### src/rtl/aixh_mxc_upper_rowctl_pkg.sv
// ---------------------------------------------------------------------------
// aixh_mxc_upper_rowctl_pkg
//   Shared definitions for the MxConv upper-row UPCELL chains:
//   - chain widths and geometry constants
//   - forward command format (upc_cmd_t) and opcodes
//   - row-controller FSM state encoding (exported on the debug port)
// ---------------------------------------------------------------------------
package aixh_mxc_upper_rowctl_pkg;

  // Geometry: cells per processing tile along the row
  localparam int IPTILE_XCELLS = 4;

  // Forward command chain fields
  localparam int UPC_OP_W          = 4;
  localparam int UPC_ARG_W         = 16;
  localparam int UPCELL_FWD_CWIDTH = 1 + UPC_OP_W + UPC_ARG_W;

  // Backward data chain beat width
  localparam int UPCELL_BWD_DWIDTH = 16;

  // Opcodes
  localparam logic [UPC_OP_W-1:0] UPC_OP_NOP   = 4'd0;
  localparam logic [UPC_OP_W-1:0] UPC_OP_LDW   = 4'd1;
  localparam logic [UPC_OP_W-1:0] UPC_OP_CONV  = 4'd2;
  localparam logic [UPC_OP_W-1:0] UPC_OP_RDACC = 4'd3;
  localparam logic [UPC_OP_W-1:0] UPC_OP_CLR   = 4'd4;

  // Forward chain command; vld=0 means the chain sees a NOP
  typedef struct packed {
    logic                 vld;
    logic [UPC_OP_W-1:0]  op;
    logic [UPC_ARG_W-1:0] arg;
  } upc_cmd_t;

  localparam upc_cmd_t UPC_CMD_NOP = '0;

  // Row controller FSM states
  typedef enum logic [1:0] {
    ST_IDLE  = 2'd0,
    ST_ISSUE = 2'd1,
    ST_WAIT  = 2'd2
  } rowctl_state_t;

  function automatic upc_cmd_t upc_cmd_make(input logic [UPC_OP_W-1:0]  op,
                                            input logic [UPC_ARG_W-1:0] arg);
    upc_cmd_t c;
    c.vld = 1'b1;
    c.op  = op;
    c.arg = arg;
    return c;
  endfunction

endpackage

### src/rtl/aixh_mxc_upper_rspfifo.sv
// ---------------------------------------------------------------------------
// aixh_mxc_upper_rspfifo
//   Synchronous first-word-fall-through FIFO for returned row beats.
//   A push at cycle t is visible on out_vld/out_dat at t+1 when empty.
//   Push while full is dropped (even with a simultaneous pop); pop while
//   empty is ignored. DEPTH need not be a power of two: indices wrap at
//   DEPTH-1 and a wrap bit per pointer distinguishes full from empty.
// Ports:
//   clk, rst      clock, asynchronous active-high reset
//   push/push_dat write request and data
//   pop           read acknowledge (head removed when out_vld)
//   out_vld/out_dat head entry
//   count         number of stored entries (0..DEPTH)
//   full/empty    status
// ---------------------------------------------------------------------------
module aixh_mxc_upper_rspfifo #(
  parameter int WIDTH = 21,
  parameter int DEPTH = 32,
  localparam int CW   = $clog2(DEPTH + 1),
  localparam int AW   = (DEPTH > 1) ? $clog2(DEPTH) : 1
) (
  input  logic             clk,
  input  logic             rst,
  input  logic             push,
  input  logic [WIDTH-1:0] push_dat,
  input  logic             pop,
  output logic             out_vld,
  output logic [WIDTH-1:0] out_dat,
  output logic [CW-1:0]    count,
  output logic             full,
  output logic             empty
);

  logic [WIDTH-1:0] mem [DEPTH];
  logic [AW-1:0]    wr_idx, rd_idx;
  logic             wr_wrap, rd_wrap;
  logic             do_push, do_pop;

  assign empty   = (wr_idx == rd_idx) && (wr_wrap == rd_wrap);
  assign full    = (wr_idx == rd_idx) && (wr_wrap != rd_wrap);
  assign do_push = push && !full;
  assign do_pop  = pop && !empty;
  assign out_vld = !empty;
  assign out_dat = mem[rd_idx];

  // Occupancy from index distance; the wrap bits tell whether the writer
  // has lapped the reader.
  always_comb begin
    count = '0;
    if (wr_wrap == rd_wrap) count = CW'(wr_idx) - CW'(rd_idx);
    else                    count = CW'(DEPTH) - CW'(rd_idx) + CW'(wr_idx);
  end

  always_ff @(posedge clk) begin
    if (do_push) mem[wr_idx] <= push_dat;
  end

  always_ff @(posedge clk or posedge rst) begin
    if (rst) begin
      wr_idx  <= '0;
      wr_wrap <= 1'b0;
      rd_idx  <= '0;
      rd_wrap <= 1'b0;
    end else begin
      if (do_push) begin
        if (wr_idx == AW'(DEPTH - 1)) begin
          wr_idx  <= '0;
          wr_wrap <= ~wr_wrap;
        end else begin
          wr_idx <= wr_idx + AW'(1);
        end
      end
      if (do_pop) begin
        if (rd_idx == AW'(DEPTH - 1)) begin
          rd_idx  <= '0;
          rd_wrap <= ~rd_wrap;
        end else begin
          rd_idx <= rd_idx + AW'(1);
        end
      end
    end
  end

endmodule

### src/rtl/aixh_mxc_upper_rowctl.sv
// ---------------------------------------------------------------------------
// aixh_mxc_upper_rowctl
//   Left-edge controller of one MxConv upper processing-tile row.
//   Turns an accepted job request into a single one-cycle forward chain
//   command, then (for response jobs) collects NCELLS backward beats from
//   cell 0 into a credit-protected FWFT FIFO and streams them out.
//
// Handshakes (all valid/ready): a transfer happens on a rising clock edge
//   where valid and ready are both 1. Ready never depends on valid. Once
//   valid is raised by a producer it is held with stable payload until the
//   transfer. The backward chain (i_upt_vld) has no ready: every beat in
//   WAIT is taken; space is guaranteed by requiring NCELLS free entries
//   before a job is accepted.
//
// Ports:
//   aixh_core_clk2x / aixh_core_rst2x   clock, async active-high reset
//   i_req_vld/o_req_rdy, i_req_op/arg/rsp   job request
//   o_upt_cmd                            forward chain command into cell 0
//   i_upt_vld/i_upt_dat                  backward chain beat from cell 0
//   o_rsp_vld/i_rsp_rdy, o_rsp_dat/idx/last  response stream
//   o_busy                               FSM active or FIFO non-empty
//   o_err_tmo/o_err_unx, i_err_clr       sticky error flags and clear
//   o_dbg_state                          current FSM state (rowctl_state_t)
// ---------------------------------------------------------------------------
module aixh_mxc_upper_rowctl
  import aixh_mxc_upper_rowctl_pkg::*;
#(
  parameter int NUM_TILES  = 4,
  parameter int FIFO_DEPTH = 2 * NUM_TILES * IPTILE_XCELLS,
  parameter int TMO_CYCLES = 1024,
  localparam int NCELLS    = NUM_TILES * IPTILE_XCELLS,
  localparam int IW        = (NCELLS > 1) ? $clog2(NCELLS) : 1
) (
  input  logic                         aixh_core_clk2x,
  input  logic                         aixh_core_rst2x,
  input  logic                         i_req_vld,
  output logic                         o_req_rdy,
  input  logic [UPC_OP_W-1:0]          i_req_op,
  input  logic [UPC_ARG_W-1:0]         i_req_arg,
  input  logic                         i_req_rsp,
  output logic [UPCELL_FWD_CWIDTH-1:0] o_upt_cmd,
  input  logic                         i_upt_vld,
  input  logic [UPCELL_BWD_DWIDTH-1:0] i_upt_dat,
  output logic                         o_rsp_vld,
  input  logic                         i_rsp_rdy,
  output logic [UPCELL_BWD_DWIDTH-1:0] o_rsp_dat,
  output logic [IW-1:0]                o_rsp_idx,
  output logic                         o_rsp_last,
  output logic                         o_busy,
  output logic                         o_err_tmo,
  output logic                         o_err_unx,
  input  logic                         i_err_clr,
  output logic [1:0]                   o_dbg_state
);

  localparam int CW = $clog2(FIFO_DEPTH + 1);
  localparam int TW = (TMO_CYCLES > 1) ? $clog2(TMO_CYCLES) : 1;
  localparam int RW = UPCELL_BWD_DWIDTH + IW + 1;

  generate
    if (FIFO_DEPTH < NCELLS) begin : g_bad_depth
      $error("aixh_mxc_upper_rowctl: FIFO_DEPTH must be >= NCELLS");
    end
    if (TMO_CYCLES < 2) begin : g_bad_tmo
      $error("aixh_mxc_upper_rowctl: TMO_CYCLES must be >= 2");
    end
  endgenerate

  rowctl_state_t state, state_nxt;
  upc_cmd_t      cmd_q;
  logic          rsp_q;
  logic [IW-1:0] cnt_q;
  logic [TW-1:0] tmo_q;
  logic          err_tmo_q, err_unx_q;

  logic          accept;
  logic          beat_wait, beat_push, beat_unx, beat_last, tmo_hit;

  logic [RW-1:0] fifo_wdat, fifo_rdat;
  logic          fifo_vld, fifo_full, fifo_empty;
  logic [CW-1:0] fifo_count, fifo_free;

  // Credit check: a new job may only start when the whole row's worth of
  // beats is guaranteed to fit.
  assign fifo_free = CW'(FIFO_DEPTH) - fifo_count;
  assign o_req_rdy = (state == ST_IDLE) && (fifo_free >= CW'(NCELLS));
  assign accept    = i_req_vld && o_req_rdy;

  // FSM next state and beat classification
  always_comb begin
    state_nxt = state;
    beat_wait = (state == ST_WAIT) && i_upt_vld;
    beat_push = beat_wait && !fifo_full;
    beat_unx  = i_upt_vld && ((state != ST_WAIT) || fifo_full);
    beat_last = (cnt_q == IW'(NCELLS - 1));
    tmo_hit   = (state == ST_WAIT) && (tmo_q == TW'(TMO_CYCLES - 1));
    case (state)
      ST_IDLE:  if (accept) state_nxt = ST_ISSUE;
      ST_ISSUE: state_nxt = rsp_q ? ST_WAIT : ST_IDLE;
      // Timeout wins over completion when both land in the same cycle
      ST_WAIT: begin
        if (tmo_hit)                      state_nxt = ST_IDLE;
        else if (beat_wait && beat_last)  state_nxt = ST_IDLE;
      end
      default:  state_nxt = ST_IDLE;
    endcase
  end

  always_ff @(posedge aixh_core_clk2x or posedge aixh_core_rst2x) begin
    if (aixh_core_rst2x) begin
      state     <= ST_IDLE;
      cmd_q     <= UPC_CMD_NOP;
      rsp_q     <= 1'b0;
      cnt_q     <= '0;
      tmo_q     <= '0;
      err_tmo_q <= 1'b0;
      err_unx_q <= 1'b0;
    end else begin
      state <= state_nxt;
      // Command is live for exactly the ISSUE cycle
      cmd_q <= accept ? upc_cmd_make(i_req_op, i_req_arg) : UPC_CMD_NOP;
      if (accept) rsp_q <= i_req_rsp;

      // Beat index restarts whenever WAIT is left (completion or abort)
      if (state_nxt != ST_WAIT) cnt_q <= '0;
      else if (beat_wait)       cnt_q <= cnt_q + IW'(1);

      // Silence counter: cleared on WAIT entry, on every beat, and on exit
      if ((state != ST_WAIT) || (state_nxt != ST_WAIT) || beat_wait) tmo_q <= '0;
      else                                                           tmo_q <= tmo_q + TW'(1);

      if (tmo_hit)        err_tmo_q <= 1'b1;
      else if (i_err_clr) err_tmo_q <= 1'b0;

      if (beat_unx)       err_unx_q <= 1'b1;
      else if (i_err_clr) err_unx_q <= 1'b0;
    end
  end

  assign fifo_wdat = {i_upt_dat, cnt_q, beat_last};

  aixh_mxc_upper_rspfifo #(
    .WIDTH (RW),
    .DEPTH (FIFO_DEPTH)
  ) u_rspfifo (
    .clk      (aixh_core_clk2x),
    .rst      (aixh_core_rst2x),
    .push     (beat_push),
    .push_dat (fifo_wdat),
    .pop      (i_rsp_rdy),
    .out_vld  (fifo_vld),
    .out_dat  (fifo_rdat),
    .count    (fifo_count),
    .full     (fifo_full),
    .empty    (fifo_empty)
  );

  // Storage is not reset, so the payload is forced to zero while empty
  logic [RW-1:0] rsp_word;
  assign rsp_word = fifo_vld ? fifo_rdat : '0;

  assign o_rsp_vld   = fifo_vld;
  assign o_rsp_dat   = rsp_word[RW-1 -: UPCELL_BWD_DWIDTH];
  assign o_rsp_idx   = rsp_word[IW:1];
  assign o_rsp_last  = rsp_word[0];
  assign o_upt_cmd   = cmd_q;
  assign o_busy      = (state != ST_IDLE) || !fifo_empty;
  assign o_err_tmo   = err_tmo_q;
  assign o_err_unx   = err_unx_q;
  assign o_dbg_state = state;

endmodule
### config.mk
export PLATFORM = sky130hd
export DESIGN_NAME = aixh_mxc_upper_rowctl
export DESIGN_NICKNAME = d
export VERILOG_FILES = /design/src/rtl/aixh_mxc_upper_rowctl_pkg.sv /design/src/rtl/aixh_mxc_upper_rspfifo.sv /design/src/rtl/aixh_mxc_upper_rowctl.sv
export SDC_FILE = /design/constraint.sdc
export NUM_CORES = 1
export LEC_CHECK = 0
export ABC_AREA = 0
export CAP_MARGIN = 15
export CORE_AREA = 2 2 275 277
export DETAILED_ROUTE_END_ITERATION = 8
export DIE_AREA = 0 0 277 279
export GPL_TIMING_DRIVEN = 0
export MAX_ROUTING_LAYER = met4
export PLACE_DENSITY = 0.54
export SETUP_SLACK_MARGIN = 0.02
export SYNTH_ARGS = -nofsm -noshare
export SYNTH_HDL_FRONTEND = slang
export SYNTH_HIERARCHICAL = 1
export SYNTH_SLANG_ARGS = --single-unit
### constraint.sdc
create_clock -name aixh_core_clk2x -period 4.14 [get_ports aixh_core_clk2x]
set_input_delay 0.828 -clock aixh_core_clk2x [delete_from_list [all_inputs] [get_ports aixh_core_clk2x]]
set_output_delay 0.828 -clock aixh_core_clk2x [all_outputs]
set_load 0.005 [all_outputs]
==> impl_results.md <==
- Power, Total: between 20 and 25 mW
- DRT iter0 DRCs: approximately 1300
- CP arrival: around 3.3 ns
- Final Wtd Congestion: 0.8458
- Syn nets: between 1500 and 2000
- DIE HEIGHT: 279 um
- Most used cell, CP: buf_6
- Top Family by Delay on Critical Path: buffers and inverters
- Mapped cell area: about 29000 um^2
- Estimated wirelength of the detail-placed design: ~45 mm
- Status: completed
- Fin crit share: 98.96%
- Routed via count: approximately 16000
- Register share of total power: ~40%
- Clock power share: between 20% and 30%
- Clock latency on the worst-skew pair: 0.61 ns
- Ys async rst share: about 7.2%
- Max_slew headroom: 26.19%
- Final core occ: 46.07%
- Unrepaired setup endpoints after global routing: yes
- Critical Path Start Type: flop
- Rows: 100
- Count of state elements after synthesis: roughly 720
- Sw Share: around 31%
- Peak VDD IR: roughly 0.47 mV
- CTS sink cnt: 724
- Adder-cell share of the synthesized area: 0.6776%
- Wirelength per Cell: around 25 um
- Reg clk slew, reported paths: 0.06 ns
- Post-synth EDFFs: around 670
- Warnings, synthesis: 6
- Post-Synth XOR/XNOR Area: less than 1%
- GR Overflow Total: 0
- Worst hold margin: 0.4501 ns
- Starting density of the core: ~40%
- Core area: between 70000 and 80000 um^2
- Logic pwr share: between 30% and 40%
- DRT Pass-1 Iters: 7
- GRT Util Overall: 19.14%
- Yosys cell types: 57
- Endpoint type of the worst setup path: primary output
- Initial antenna violation count: 1
- Via/cell ratio: ~5.4
- Worst Max-Slew Pin Slew: 1.104 ns
- I/O Pins: ~90
- Hold Path Class: flop to flop
- Layout cells sized above 1: 15.78%
- Max Transition Viols Final: 0
- Maxcap violations: 0
- Top_reg_cell synth: edfxtp_1
- Nets: approximately 1900
- Fmax: between 0.2 and 0.25 GHz
- TritonCTS Buffers: between 70 and 80
- CP Cell Sequence: buf_6 > buf_6 > and4b_1 > buf_6 > a22oi_1 > nand4_1 > nor2_1 > and2_1 > clkdlybuf4s50_1
- Post-route minimum period: between 4 and 5 ns
- Post-Synth Simple-Gate Area: about 4.7%
- Mux cell area share after synthesis: 11.77%
- Sequential area share after synthesis: between 70% and 80%
- Final wirelength: slightly above 70 mm
- Area growth syn-to-layout: 18.47%
- Cells after synthesis: approximately 1600
- P_leak: ~12 nW
- Final hold violations: 0
- Largest family of logic cells by synthesized area: multiplexers
- Fillers: 6353
- WP data required: around 3.3 ns
- Power per Cell Area: around 630 nW/um^2
- First-pass GRT wire length: 104.3 mm
- ANT nets after route: 0
- Root buf cell: clkbuf_16
- Crit path max-delay cell type: clkdlybuf4s50_1
- Slowest stage delay, CP: between 0.5 and 0.6 ns
- Pin count of the biggest net entering global routing: ~40
- CP Buf/Inv Count: 4
- P_sw: around 6.6 mW
- Synth Area per Inst: 17.55 um^2
- Worst-path maximum fanout: 10
- Worst Skew: 0.02761 ns
- Final-report setup violation count: 0
- Maximum clock insertion buffer count: 3
- Die W: about 280 um
- CTS tree: done
- Post-synthesis compound-gate area fraction: under 10%
- Setup CP Type: flop to primary output
- DR DRC count: 0
- Htree depth: 3
- Vias in the first global route: roughly 16000
- Number of port buffers: 90
- Die area: 77280 um^2
- Pint: about 15 mW
==> synth_stat cells, types with 6 or more instances <==
library cell	number	area, um^2
ha_1	14	175.2
o21ai_0	14	70.07
buf_6	30	337.8
nand2_1	20	75.07
a22oi_1	168	1261
edfxtp_1	672	20180
and3_1	26	162.7
mux2i_1	336	3363
buf_4	13	97.59
inv_1	16	60.06
nand4_1	45	281.5
nand3_1	7	35.03
buf_2	33	165.2
clkbuf_1	10	37.54
dfrtp_1	52	1301
and4bb_2	6	75.07
nor2_1	71	266.5
xnor2_1	7	61.31
xor2_1	8	70.07
and2_1	24	150.1
==> registers in the layout (all words and copies together), names as in the netlist <==
register / cells
u_rspfifo/mem: 672
o_upt_cmd: 21
tmo_q: 10
u_rspfifo/rd_idx: 5
u_rspfifo/wr_idx: 5
cnt_q: 4
o_dbg_state: 2
o_err_tmo: 1
o_err_unx: 1
rsp_q: 1
u_rspfifo/rd_wrap: 1
u_rspfifo/wr_wrap: 1
==> power groups by stage <==
stage | Combinational [mW] | Sequential (mW) | Clock, mW
floorplan | 3.79 | 8.52 | 0
global placement | 6.40 | 8.55 | 0
detailed placement | 6.55 | 8.55 | 0
CTS | 6.69 | 8.40 | 6.42
global route | 7.19 | 8.41 | 6.71
finish | 6.78 | 8.38 | 6.27
==> final cells by class <==
class | instances | area, um^2 | area share, %
Tap cell | 969 | 1212 | 3.553
Antenna cell | 2 | 5.005 | 0.01467
Timing Repair Buffer | 116 | 1428 | 4.183
Sequential cell | 724 | 21480 | 62.96
Clock buffer | 94 | 1989 | 5.830
Multi-Input combinational cell | 812 | 6979 | 20.45
Inverter | 16 | 62.56 | 0.1833
Clock inverter | 41 | 279.0 | 0.8176
Buffer | 86 | 686.9 | 2.013
==> through the flow <==
step | setup slack [ns] | TNS (ns) | cells | area [um^2]
5_1_grt | -0.008511 | -0.008511 | 2859 | 34120
2_1_floorplan | 0.6040 | 0 | 1641 | 28810
3_3_place_gp | -1.175 | -665.42 | 2700 | 30920
4_1_cts | -0.007043 | -0.01294 | 2845 | 33690
3_5_place_dp | -0.3181 | -8.434 | 2709 | 31300
6_report | 0.04311 | 0 | 2860 | 34130
==> cell families after synthesis <==
| kind of cell | Yosys count |
|---|---|
| muxes | 338 |
| AOI/OAI and AO/OA | 206 |
| adders and majority gates | 15 |
| DFF | 724 |
| buffers and inverters | 105 |
| xor gates and xnor gates | 16 |
| and+or+nand+nor | 237 |
==> per-layer routing <==
metal | GRT usage, % | wire length [um] | vias up
met3 | 2.385 | 3839 | 116
met4 | 6.355 | 1915 | 0
met2 | 31.13 | 35660 | 435
met5 | - | 0 | -
met1 | 25.05 | 30920 | 8033
li1 | - | - | 6934
==> worst register-to-register path, cell delays in order (launching register included) <==
cell,delay [ns]
dfrtp_2,0.47
buf_4,0.20
inv_1,0.15
ha_2,0.34
and4_2,0.23
nand2_1,0.07
nor2_1,0.06
nor3b_1,0.30
o31a_1,0.19
buf_2,0.22
nand2_2,0.32
nor2_4,0.87
==> timing repair <==
action | 4_1_cts | 5_1_grt
resized for setup | 28 | 35
pin swaps | 18 | 17
endpoints found under the setup margin | 466 | 16
setup buffers | 4 | 0
hold buffers | 0 | 0
==> path summary, 6_finish.rpt <==
kind	startpoint	endpoint	slack [ns]	cells after the start
min in group asynchronous	aixh_core_rst2x	u_rspfifo/wr_idx[2]	0.63	2
max in group asynchronous	aixh_core_rst2x	o_upt_cmd[13]	2.83	2
max reg2reg	u_rspfifo/rd_idx[4]	u_rspfifo/mem[19][5]	0.33	11
min reg2reg	tmo_q[0]	tmo_q[0]	0.45	1
max	u_rspfifo/rd_idx[0]	o_rsp_dat[0]	0.04	9
min	tmo_q[0]	tmo_q[0]	0.45	1
==> cell usage in the layout, fill, tap and decap left out, types with 9 or more instances in the layout <==
cell type,count
a22oi_2,19
nand2_1,20
buf_4,17
o21ai_0,14
clkbuf_1,23
buf_2,23
inv_1,14
clkinv_2,15
ha_1,11
nor2_4,27
buf_6,31
buf_16,10
dfrtp_1,49
and3_1,26
a22oi_1,149
nor2_2,9
clkdlybuf4s50_1,88
buf_8,9
edfxtp_1,672
mux2i_1,336
and2_1,22
nand4_1,45
nor2_1,35
clkinv_1,18
clkbuf_16,80
No activity file was read; power rests on OpenSTA's default activity.
